--- config.mk ---
export PLATFORM = sky130hd
export DESIGN_NAME = l1_pool_streamer
export DESIGN_NICKNAME = d
export VERILOG_FILES = /design/src/rtl/l1_pool_streamer.sv
export SDC_FILE = /design/constraint.sdc
export NUM_CORES = 1
export LEC_CHECK = 0
export BUFFER_PORTS_ARGS = -buffer_cell sky130_fd_sc_hd__buf_4
export CORE_AREA = 2 2 99 101
export DETAILED_ROUTE_END_ITERATION = 10
export DIE_AREA = 0 0 101 103
export PLACE_DENSITY = 0.55
export SYNTH_ARGS = -nofsm -noshare
export SYNTH_HDL_FRONTEND = slang
export SYNTH_SLANG_ARGS = --single-unit
--- constraint.sdc ---
create_clock -name clk -period 2.98 [get_ports clk]
set_clock_uncertainty 0.05 [all_clocks]
set_input_delay 0.596 -clock clk [delete_from_list [all_inputs] [get_ports clk]]
set_output_delay 0.596 -clock clk [all_outputs]
set_load 0.005 [all_outputs]
--- src/rtl/l1_pool_streamer.sv ---
// l1_pool_streamer: reads the layer-1 max-pool bank (csel 3'b011) and emits it as a valid/ready stream.
// Optional running checksum output is enabled by defining L1_STREAM_CHECKSUM_EN.
module l1_pool_streamer #(
  parameter int DATA_W     = 20,
  parameter int N_WORDS    = 1024,
  parameter int ADDR_W     = 10,
  parameter int FIFO_DEPTH = 2
) (
  input  logic              clk,
  input  logic              reset,
  input  logic              start,
  output logic              busy,
  output logic              done,
  output logic              rd_en,
  output logic [2:0]        rd_sel,
  output logic [ADDR_W-1:0] rd_addr,
  input  logic [DATA_W-1:0] rd_data,
  output logic              out_valid,
  input  logic              out_ready,
  output logic [DATA_W-1:0] out_data,
  output logic              out_last,
  output logic [ADDR_W-1:0] out_index
`ifdef L1_STREAM_CHECKSUM_EN
  ,
  output logic [DATA_W+ADDR_W-1:0] checksum
`endif
);
  localparam int PTR_W = (FIFO_DEPTH > 1) ? $clog2(FIFO_DEPTH) : 1;
  localparam int CNT_W = $clog2(FIFO_DEPTH + 1) + 1;
  localparam logic [ADDR_W-1:0] LAST_ADDR = ADDR_W'(N_WORDS - 1);
  localparam logic [CNT_W-1:0]  DEPTH_C   = CNT_W'(FIFO_DEPTH);
  localparam logic [PTR_W-1:0]  PTR_LAST  = PTR_W'(FIFO_DEPTH - 1);

  typedef enum logic [1:0] {IDLE, RUN, DRAIN, DONE} state_t;

  state_t            state_q, state_d;
  logic [ADDR_W-1:0] addr_q, addr_d;
  logic [ADDR_W-1:0] idx_q;
  logic              inflight_q;
  logic [CNT_W-1:0]  count_q;
  logic [PTR_W-1:0]  wptr_q, rptr_q;
  logic [DATA_W-1:0] fifo_q [FIFO_DEPTH];
  logic              pop, push, fifo_empty, start_acc;
  logic [CNT_W-1:0]  inflight_w, pop_w, credit_used;

  assign fifo_empty  = (count_q == '0);
  assign out_valid   = !fifo_empty;
  assign pop         = out_valid && out_ready;
  assign push        = inflight_q;
  assign start_acc   = (state_q == IDLE) && start;
  assign inflight_w  = {{(CNT_W-1){1'b0}}, inflight_q};
  assign pop_w       = {{(CNT_W-1){1'b0}}, pop};
  // Credits count both buffered words and the read whose data lands next cycle.
  assign credit_used = count_q + inflight_w - pop_w;

  assign out_data  = fifo_empty ? '0 : fifo_q[rptr_q];
  assign out_index = idx_q;
  assign out_last  = out_valid && (idx_q == LAST_ADDR);
  assign rd_addr   = addr_q;
  assign rd_sel    = rd_en ? 3'b011 : 3'b000;
  assign busy      = (state_q != IDLE);
  assign done      = (state_q == DONE);

  always_comb begin
    state_d = state_q;
    addr_d  = addr_q;
    rd_en   = 1'b0;
    case (state_q)
      IDLE: begin
        if (start) begin
          state_d = RUN;
          addr_d  = '0;
        end
      end
      RUN: begin
        rd_en = (credit_used < DEPTH_C);
        if (rd_en) begin
          if (addr_q == LAST_ADDR) state_d = DRAIN;
          else                     addr_d  = addr_q + 1'b1;
        end
      end
      DRAIN: begin
        // Leave as the final word pops so done lands in the very next cycle.
        if (!inflight_q && (count_q == pop_w)) state_d = DONE;
      end
      DONE:    state_d = IDLE;
      default: state_d = IDLE;
    endcase
  end

  always_ff @(posedge clk or negedge reset) begin
    if (!reset) begin
      state_q    <= IDLE;
      addr_q     <= '0;
      idx_q      <= '0;
      inflight_q <= 1'b0;
      count_q    <= '0;
      wptr_q     <= '0;
      rptr_q     <= '0;
    end else begin
      state_q    <= state_d;
      addr_q     <= addr_d;
      inflight_q <= rd_en;
      if (start_acc)  idx_q <= '0;
      else if (pop)   idx_q <= idx_q + 1'b1;
      if (push) wptr_q <= (wptr_q == PTR_LAST) ? '0 : wptr_q + 1'b1;
      if (pop)  rptr_q <= (rptr_q == PTR_LAST) ? '0 : rptr_q + 1'b1;
      case ({push, pop})
        2'b10:   count_q <= count_q + 1'b1;
        2'b01:   count_q <= count_q - 1'b1;
        default: count_q <= count_q;
      endcase
    end
  end

  // Buffer storage carries data only, so it has no reset.
  always_ff @(posedge clk) begin
    if (push) fifo_q[wptr_q] <= rd_data;
  end

`ifdef L1_STREAM_CHECKSUM_EN
  logic [DATA_W+ADDR_W-1:0] sum_q;

  always_ff @(posedge clk or negedge reset) begin
    if (!reset)         sum_q <= '0;
    else if (start_acc) sum_q <= '0;
    else if (pop)       sum_q <= sum_q + {{ADDR_W{1'b0}}, out_data};
  end

  assign checksum = sum_q;
`endif

`ifndef SYNTHESIS
  credit_bound: assert property (@(posedge clk) disable iff (!reset)
    (count_q + inflight_w) <= DEPTH_C);
`endif

endmodule

# Word level (Yosys, flattened, before mapping)
# Memories as Yosys holds them, arrays and structs flattened.
# Index checks and enable logic that the tools add are counted.
[totals]
regBits = 28
latch_bits = 0
ramBits = 40
romBits = 0
input_bits = 24
out_inout_bits = 48
word_cells = 63
n_memories = 1
[mem_list]
columns = ["name", "depth", "word_bits", "read_ports", "rd_ports_with_merged_regs", "write_ports", "line", "text"]
rows = [
  ["fifo_q", 2, 20, 1, 0, 1, "42", "logic [DATA_W-1:0] fifo_q [FIFO_DEPTH];"],
]
[classes]
n_addsub = 8
n_mul = 0
div = 0
order_cmp = 1
eq_ne = 13
shifts = 0
n_mux = 19
n_bitwise = 0
n_reduce_logical = 14
[ops]
columns = ["op", "n"]
rows = [
  ["10-bit two-way mux", 5],
  ["10-bit by 1-bit adder with 10-bit output, second input constant", 2],
  ["10-bit equality test, second input constant", 2],
  ["20-bit two-way mux", 1],
  ["10-bit one-hot mux with 2 select lines", 1],
  ["2-bit two-way mux", 5],
  ["2-bit inequality test, second input constant", 5],
  ["2-bit one-hot mux with 4 select lines", 1],
  ["4-bit AND reduction", 2],
  ["2-bit nonzero test", 4],
  ["2-bit equality test, second input constant", 3],
  ["3-bit one-hot mux with 2 select lines", 1],
  ["1-bit two-way mux", 5],
  ["2-bit by 1-bit equality test with 1-bit output, second input constant", 2],
  ["1-bit logical AND", 4],
  ["3-bit by 1-bit adder with 3-bit output", 1],
  ["3-bit by 1-bit adder with 3-bit output, second input constant", 1],
  ["3-bit by 1-bit equality test with 1-bit output", 1],
  ["3-bit logical NOT", 1],
  ["3-bit by 2-bit < comparator with 1-bit output, second input constant", 1],
  ["3-bit by 1-bit subtractor with 3-bit output", 1],
  ["3-bit by 1-bit subtractor with 3-bit output, second input constant", 1],
  ["1-bit adder, second input constant", 2],
  ["1-bit logical NOT", 2],
  ["2-bit logical NOT", 1],
]

# Depth between registers and ports, before layout
[depth]
depth_word = 7
ltp_mapped = 10
ltp_nobuf = 10

# Worst setup path before layout
# OpenSTA, ideal clock, no wires.
[synth_timing]
path_type = "reg-to-output"
startpoint = "reg count_q[2]"
endpoint = "out rd_sel[0]"
arrival_ns = 2.108
t_required_ns = 2.334
slack_ns = 0.226
path_stages_with_launch = 8
path_buffers = 1
cell_sequence = "dfrtp_1 -> nor3_1 -> nand2b_1 -> nor2_1 -> o21ai_0 -> fa_1 -> and3_1 -> buf_4"
[synth_via]
elab_chain_len = 7
word_cells_on_any_way = 8
cone_classes = "2 x add/sub; 1 x order compare; 2 x mux; 3 x reduce/logical"
[synth_rtl]
columns = ["item", "line", "text"]
rows = [
  ["start, declared", "40", "logic [CNT_W-1:0] count_q;"],
  ["start signal, assigned", "109", "2'b10: count_q <= count_q + 1'b1;"],
  ["start signal, assigned", "110", "2'b01: count_q <= count_q - 1'b1;"],
  ["start signal, assigned", "111", "default: count_q <= count_q;"],
  ["branches (longest 3 deep; another with 3-bit by 1-bit adder with 3-bit output)", "n/a", ""],
  ["3-bit by 1-bit subtractor with 3-bit output *", "54", "assign credit_used = count_q + inflight_w - pop_w;"],
  ["3-bit by 2-bit < comparator with 1-bit output *", "76", "rd_en = (credit_used < DEPTH_C);"],
  ["1-bit two-way mux *", "68", "case (state_q)"],
  ["via rd_en", "14", "output logic rd_en,"],
  ["2-bit two-way mux *", "60", "assign rd_sel = rd_en ? 3'b011 : 3'b000;"],
  ["end, declared", "15", "output logic [2:0] rd_sel,"],
]
# Mark *: on every way through the listed nets, which the timed path passes.

# Final worst setup path
[layout_timing]
startpoint = "reg count_q[0]"
endpoint = "out rd_en"
[layout_via]
elab_chain_len = 6
word_cells_on_any_way = 7
cone_classes = "2 x add/sub; 1 x order compare; 1 x mux; 3 x reduce/logical"
[layout_rtl]
columns = ["item", "line"]
rows = [
  ["branches (longest 3 deep; another with 3-bit by 1-bit adder with 3-bit output)", "n/a"],
  ["3-bit by 1-bit subtractor with 3-bit output *", "54"],
  ["3-bit by 2-bit < comparator with 1-bit output *", "76"],
  ["1-bit two-way mux *", "68"],
  ["end, declared", "14"],
]
# Every way passes the cells marked *.

==> impl_metrics.env <==
export IMPL_regArea_mm2=0.00190
export IMPL_grt_pass1_vias=2206
export IMPL_rows=36
export IMPL_port_buffers=70
export IMPL_grt_remaining_overflow=0
export IMPL_synthMuxAreaShare_pct=7.67
export IMPL_reg2reg_to="state_q[1]$_DFFE_PN0P_"
export IMPL_pin_count=72
export IMPL_drive_gt1_share_pct=32.1
export IMPL_synth_top_family_by_area="simple AND/OR/NAND/NOR gates"
export IMPL_synth_area_mm2=0.00322
export IMPL_synth_edf_count=40
export IMPL_power_density_mw_per_mm2=919
export IMPL_synthAdderAreaFrac_pct=3.58
export IMPL_regToRegStartpoint="count_q[0]$_DFFE_PN0P_"
export IMPL_grt_pass1_wl_mm=10.7
export IMPL_async_reset_ff_share_pct=41.2
export IMPL_rrSetupSlack_ns=0.35
export IMPL_period_needed_ns=2.88
export IMPL_finalNetCount=376
export IMPL_final_common_cell="buf_4"
export IMPL_syn_num_nets=296
export IMPL_status="completed"
export IMPL_cp_data_required_time_ns=2.33
export IMPL_wire_per_inst_um=14.5
export IMPL_area_growth_pct=28.4
export IMPL_ys_flop_type="edfxtp_1"
export IMPL_worst_slew_pin_slew_ns=0.584
export IMPL_cp_end_kind="output port"
export IMPL_slowest_delay_ns=0.51
export IMPL_yosysTopAreaCell="edfxtp_1"
export IMPL_final_util_pct=43.6
export IMPL_synthXorXnorAreaFrac_pct=4.28
export IMPL_ant_nets=0
export IMPL_clock_sinks=68
export IMPL_grt_usage_pct=13.3
export IMPL_synth_cell_types=46
export IMPL_multi_input_comb_area_mm2=0.00124
export IMPL_clock_root_buffer="clkbuf_8"
export IMPL_ir_drop_mv=0.400
export IMPL_ys_seq_area_share_pct=59.1
export IMPL_insertion_delay_ns=0.34
export IMPL_setup_slack_ns=0.0977
export IMPL_cp_slowest_cell="fa_2"
export IMPL_r2r_cells=10
export IMPL_gp_congestion=0.806
export IMPL_finalHoldViolCount=0
export IMPL_fin_crit_sh_pct=96.7
export IMPL_drv_cap=0
export IMPL_crit_type="flip-flop to output port"
export IMPL_clock_fmax_mhz=347
export IMPL_syn_area_per_cell_um2=12.2
export IMPL_vias_per_cell=4.94
export IMPL_antenna_found_initial=0
export IMPL_start_util_pct=34.0
export IMPL_relSlewSlack_pct=61.0
export IMPL_p_leak_nw=1.77
export IMPL_drt_first_pass_iters=4
export IMPL_netlist_area_leader_share_pct=37.4
export IMPL_tritoncts="yes"
export IMPL_dpl_hpwl_mm=4.53
export IMPL_dpl_cell_area_mm2=0.00389
export IMPL_fin_area_mm2=0.00413
export IMPL_fillCellCount=921
export IMPL_place_worst_setup_slack_ns=0.0888
export IMPL_hold_ws_ns=0.122
export IMPL_drt_iter0_drc=104
export IMPL_routed_wl_mm=6.69
export IMPL_clk_pin_slew_ns=0.08
export IMPL_cts_buffer_depth=2
export IMPL_synthCells=264
export IMPL_yosysWarnings=0
export IMPL_cp_arrival_ns=2.24
export IMPL_finalSetupViolCount=0
export IMPL_synth_compound_area_share_pct=8.17
export IMPL_die_w_um=101
export IMPL_p_total_mw=3.80
export IMPL_drc_errors=0
export IMPL_cts_max_level=3
export IMPL_n_antenna_cell=0
export IMPL_synth_seq_cells=68
export IMPL_die_y_um=103
export IMPL_slew_viol_final=0
export IMPL_core_mm2=0.00946
export IMPL_worstPathCellList="nor3_2 > nand2b_4 > nor2_2 > o21ai_1 > fa_2 > and3_1 > buf_4"
export IMPL_cts_buffers=9
export IMPL_crit_path_max_fanout=4
export IMPL_vias=2286
export IMPL_grt_max_degree=29
export IMPL_synthSimpleGateAreaFrac_pct=14.1
export IMPL_critPathLaunch="count_q[0]$_DFFE_PN0P_"
export IMPL_hold_class="input port to asynchronous set/reset pin"
export IMPL_yosys_top_cells_area="edfxtp_1, dfrtp_1, mux2i_1"
export IMPL_fp_dieArea_mm2=0.0104
export IMPL_startpoint_type="flip-flop"
export IMPL_final_cell_mix="buf_4, edfxtp_1, nor2_1"
area by class of cell:
cell class,instances,area share [%]
tap,114,3.46
sequential,68,46.1
multi-input combinational,174,30.0
inverter,9,0.818
clock buffer,10,3.09
clock inverter,6,1.61
timing repair buffer,82,14.9
registers in the layout (all words and copies together), names as in the netlist:
| register | count |
|---|---|
| rptr_q | 1 |
| out_index | 10 |
| rd_addr | 10 |
| fifo_q | 40 |
| wptr_q | 1 |
| inflight_q | 1 |
| state_q | 2 |
| count_q | 3 |
synthesized netlist by cell type (6+ instances only):
| library cell | n |
|---|---|
| inv_1 | 9 |
| xor2_1 | 7 |
| nand3_1 | 8 |
| edfxtp_1 | 40 |
| a21oi_1 | 8 |
| o21ai_0 | 7 |
| dfrtp_1 | 28 |
| mux2i_1 | 22 |
| nand2_1 | 16 |
| clkbuf_1 | 7 |
| ha_1 | 6 |
| xnor2_1 | 6 |
| nand4_1 | 6 |
| nor2_1 | 38 |
per-stage QoR:
stage / setup TNS [ns] / instances
after floorplan: 0 / 264
after global placement: 0 / 443
after CTS: 0 / 462
final: 0 / 463
after detailed placement: 0 / 443
after global routing: -0.00104 / 463
worst max-delay path, delay by kind of cell, from the launching register on:
| kind | cells | cell delay (ns) |
|---|---|---|
| DFF | 1 | 0.43 |
| adders and majority gates | 1 | 0.51 |
| and+or+nand+nor | 4 | 0.65 |
| buffers and inverters | 1 | 0.15 |
| AOI/OAI and AO/OA | 1 | 0.16 |
cells by family (layout without fill, tap and decap cells):
| logic type | after synthesis | after routing |
|---|---|---|
| and+or+nand+nor | 95 | 95 |
| DFF | 68 | 68 |
| AOI/OAI and AO/OA | 32 | 32 |
| muxes | 24 | 24 |
| buffers and inverters | 22 | 107 |
| xor gates and xnor gates | 14 | 14 |
| adders and majority gates | 8 | 8 |
| other | 1 | 1 |
layer usage:
metal / vias up / routed length [um] / global-route usage [%]
met1: 1110 / 3080 / 17.1
met5: - / 0 / 0
li1: 1106 / - / -
met4: 0 / 76 / 4.37
met3: 8 / 419 / 4.20
met2: 62 / 3120 / 21.4
worst max-delay path by stage:
stage	endpoint	slack (ns)	cells after the start
2_1_floorplan	rd_sel[0]	0.23	7
3_3_place_gp	state_q[1]$_DFFE_PN0P_	0.16	10
3_5_place_dp	state_q[1]$_DFFE_PN0P_	0.09	10
4_1_cts	rd_en	0.02	7
5_1_grt	rd_sel[0]	-0.0008	7
6_report	rd_en	0.1	7
report_power, final:
| part | total [mW] | switching (mW) | leakage (nW) | internal (mW) |
|---|---|---|---|---|
| registers | 1.42 | 0.166 | 0.716 | 1.26 |
| logic | 1.62 | 0.764 | 0.965 | 0.857 |
| clock network | 0.751 | 0.365 | 0.0885 | 0.386 |
repair_timing:
item                                    4_1_cts  5_1_grt
buffers inserted                              3        1
gates resized for setup                       2        3
hold buffers                                  0        0
endpoints found under the setup margin        3        3
pin swaps                                     0        0
Power figures use the tool's default switching activity.
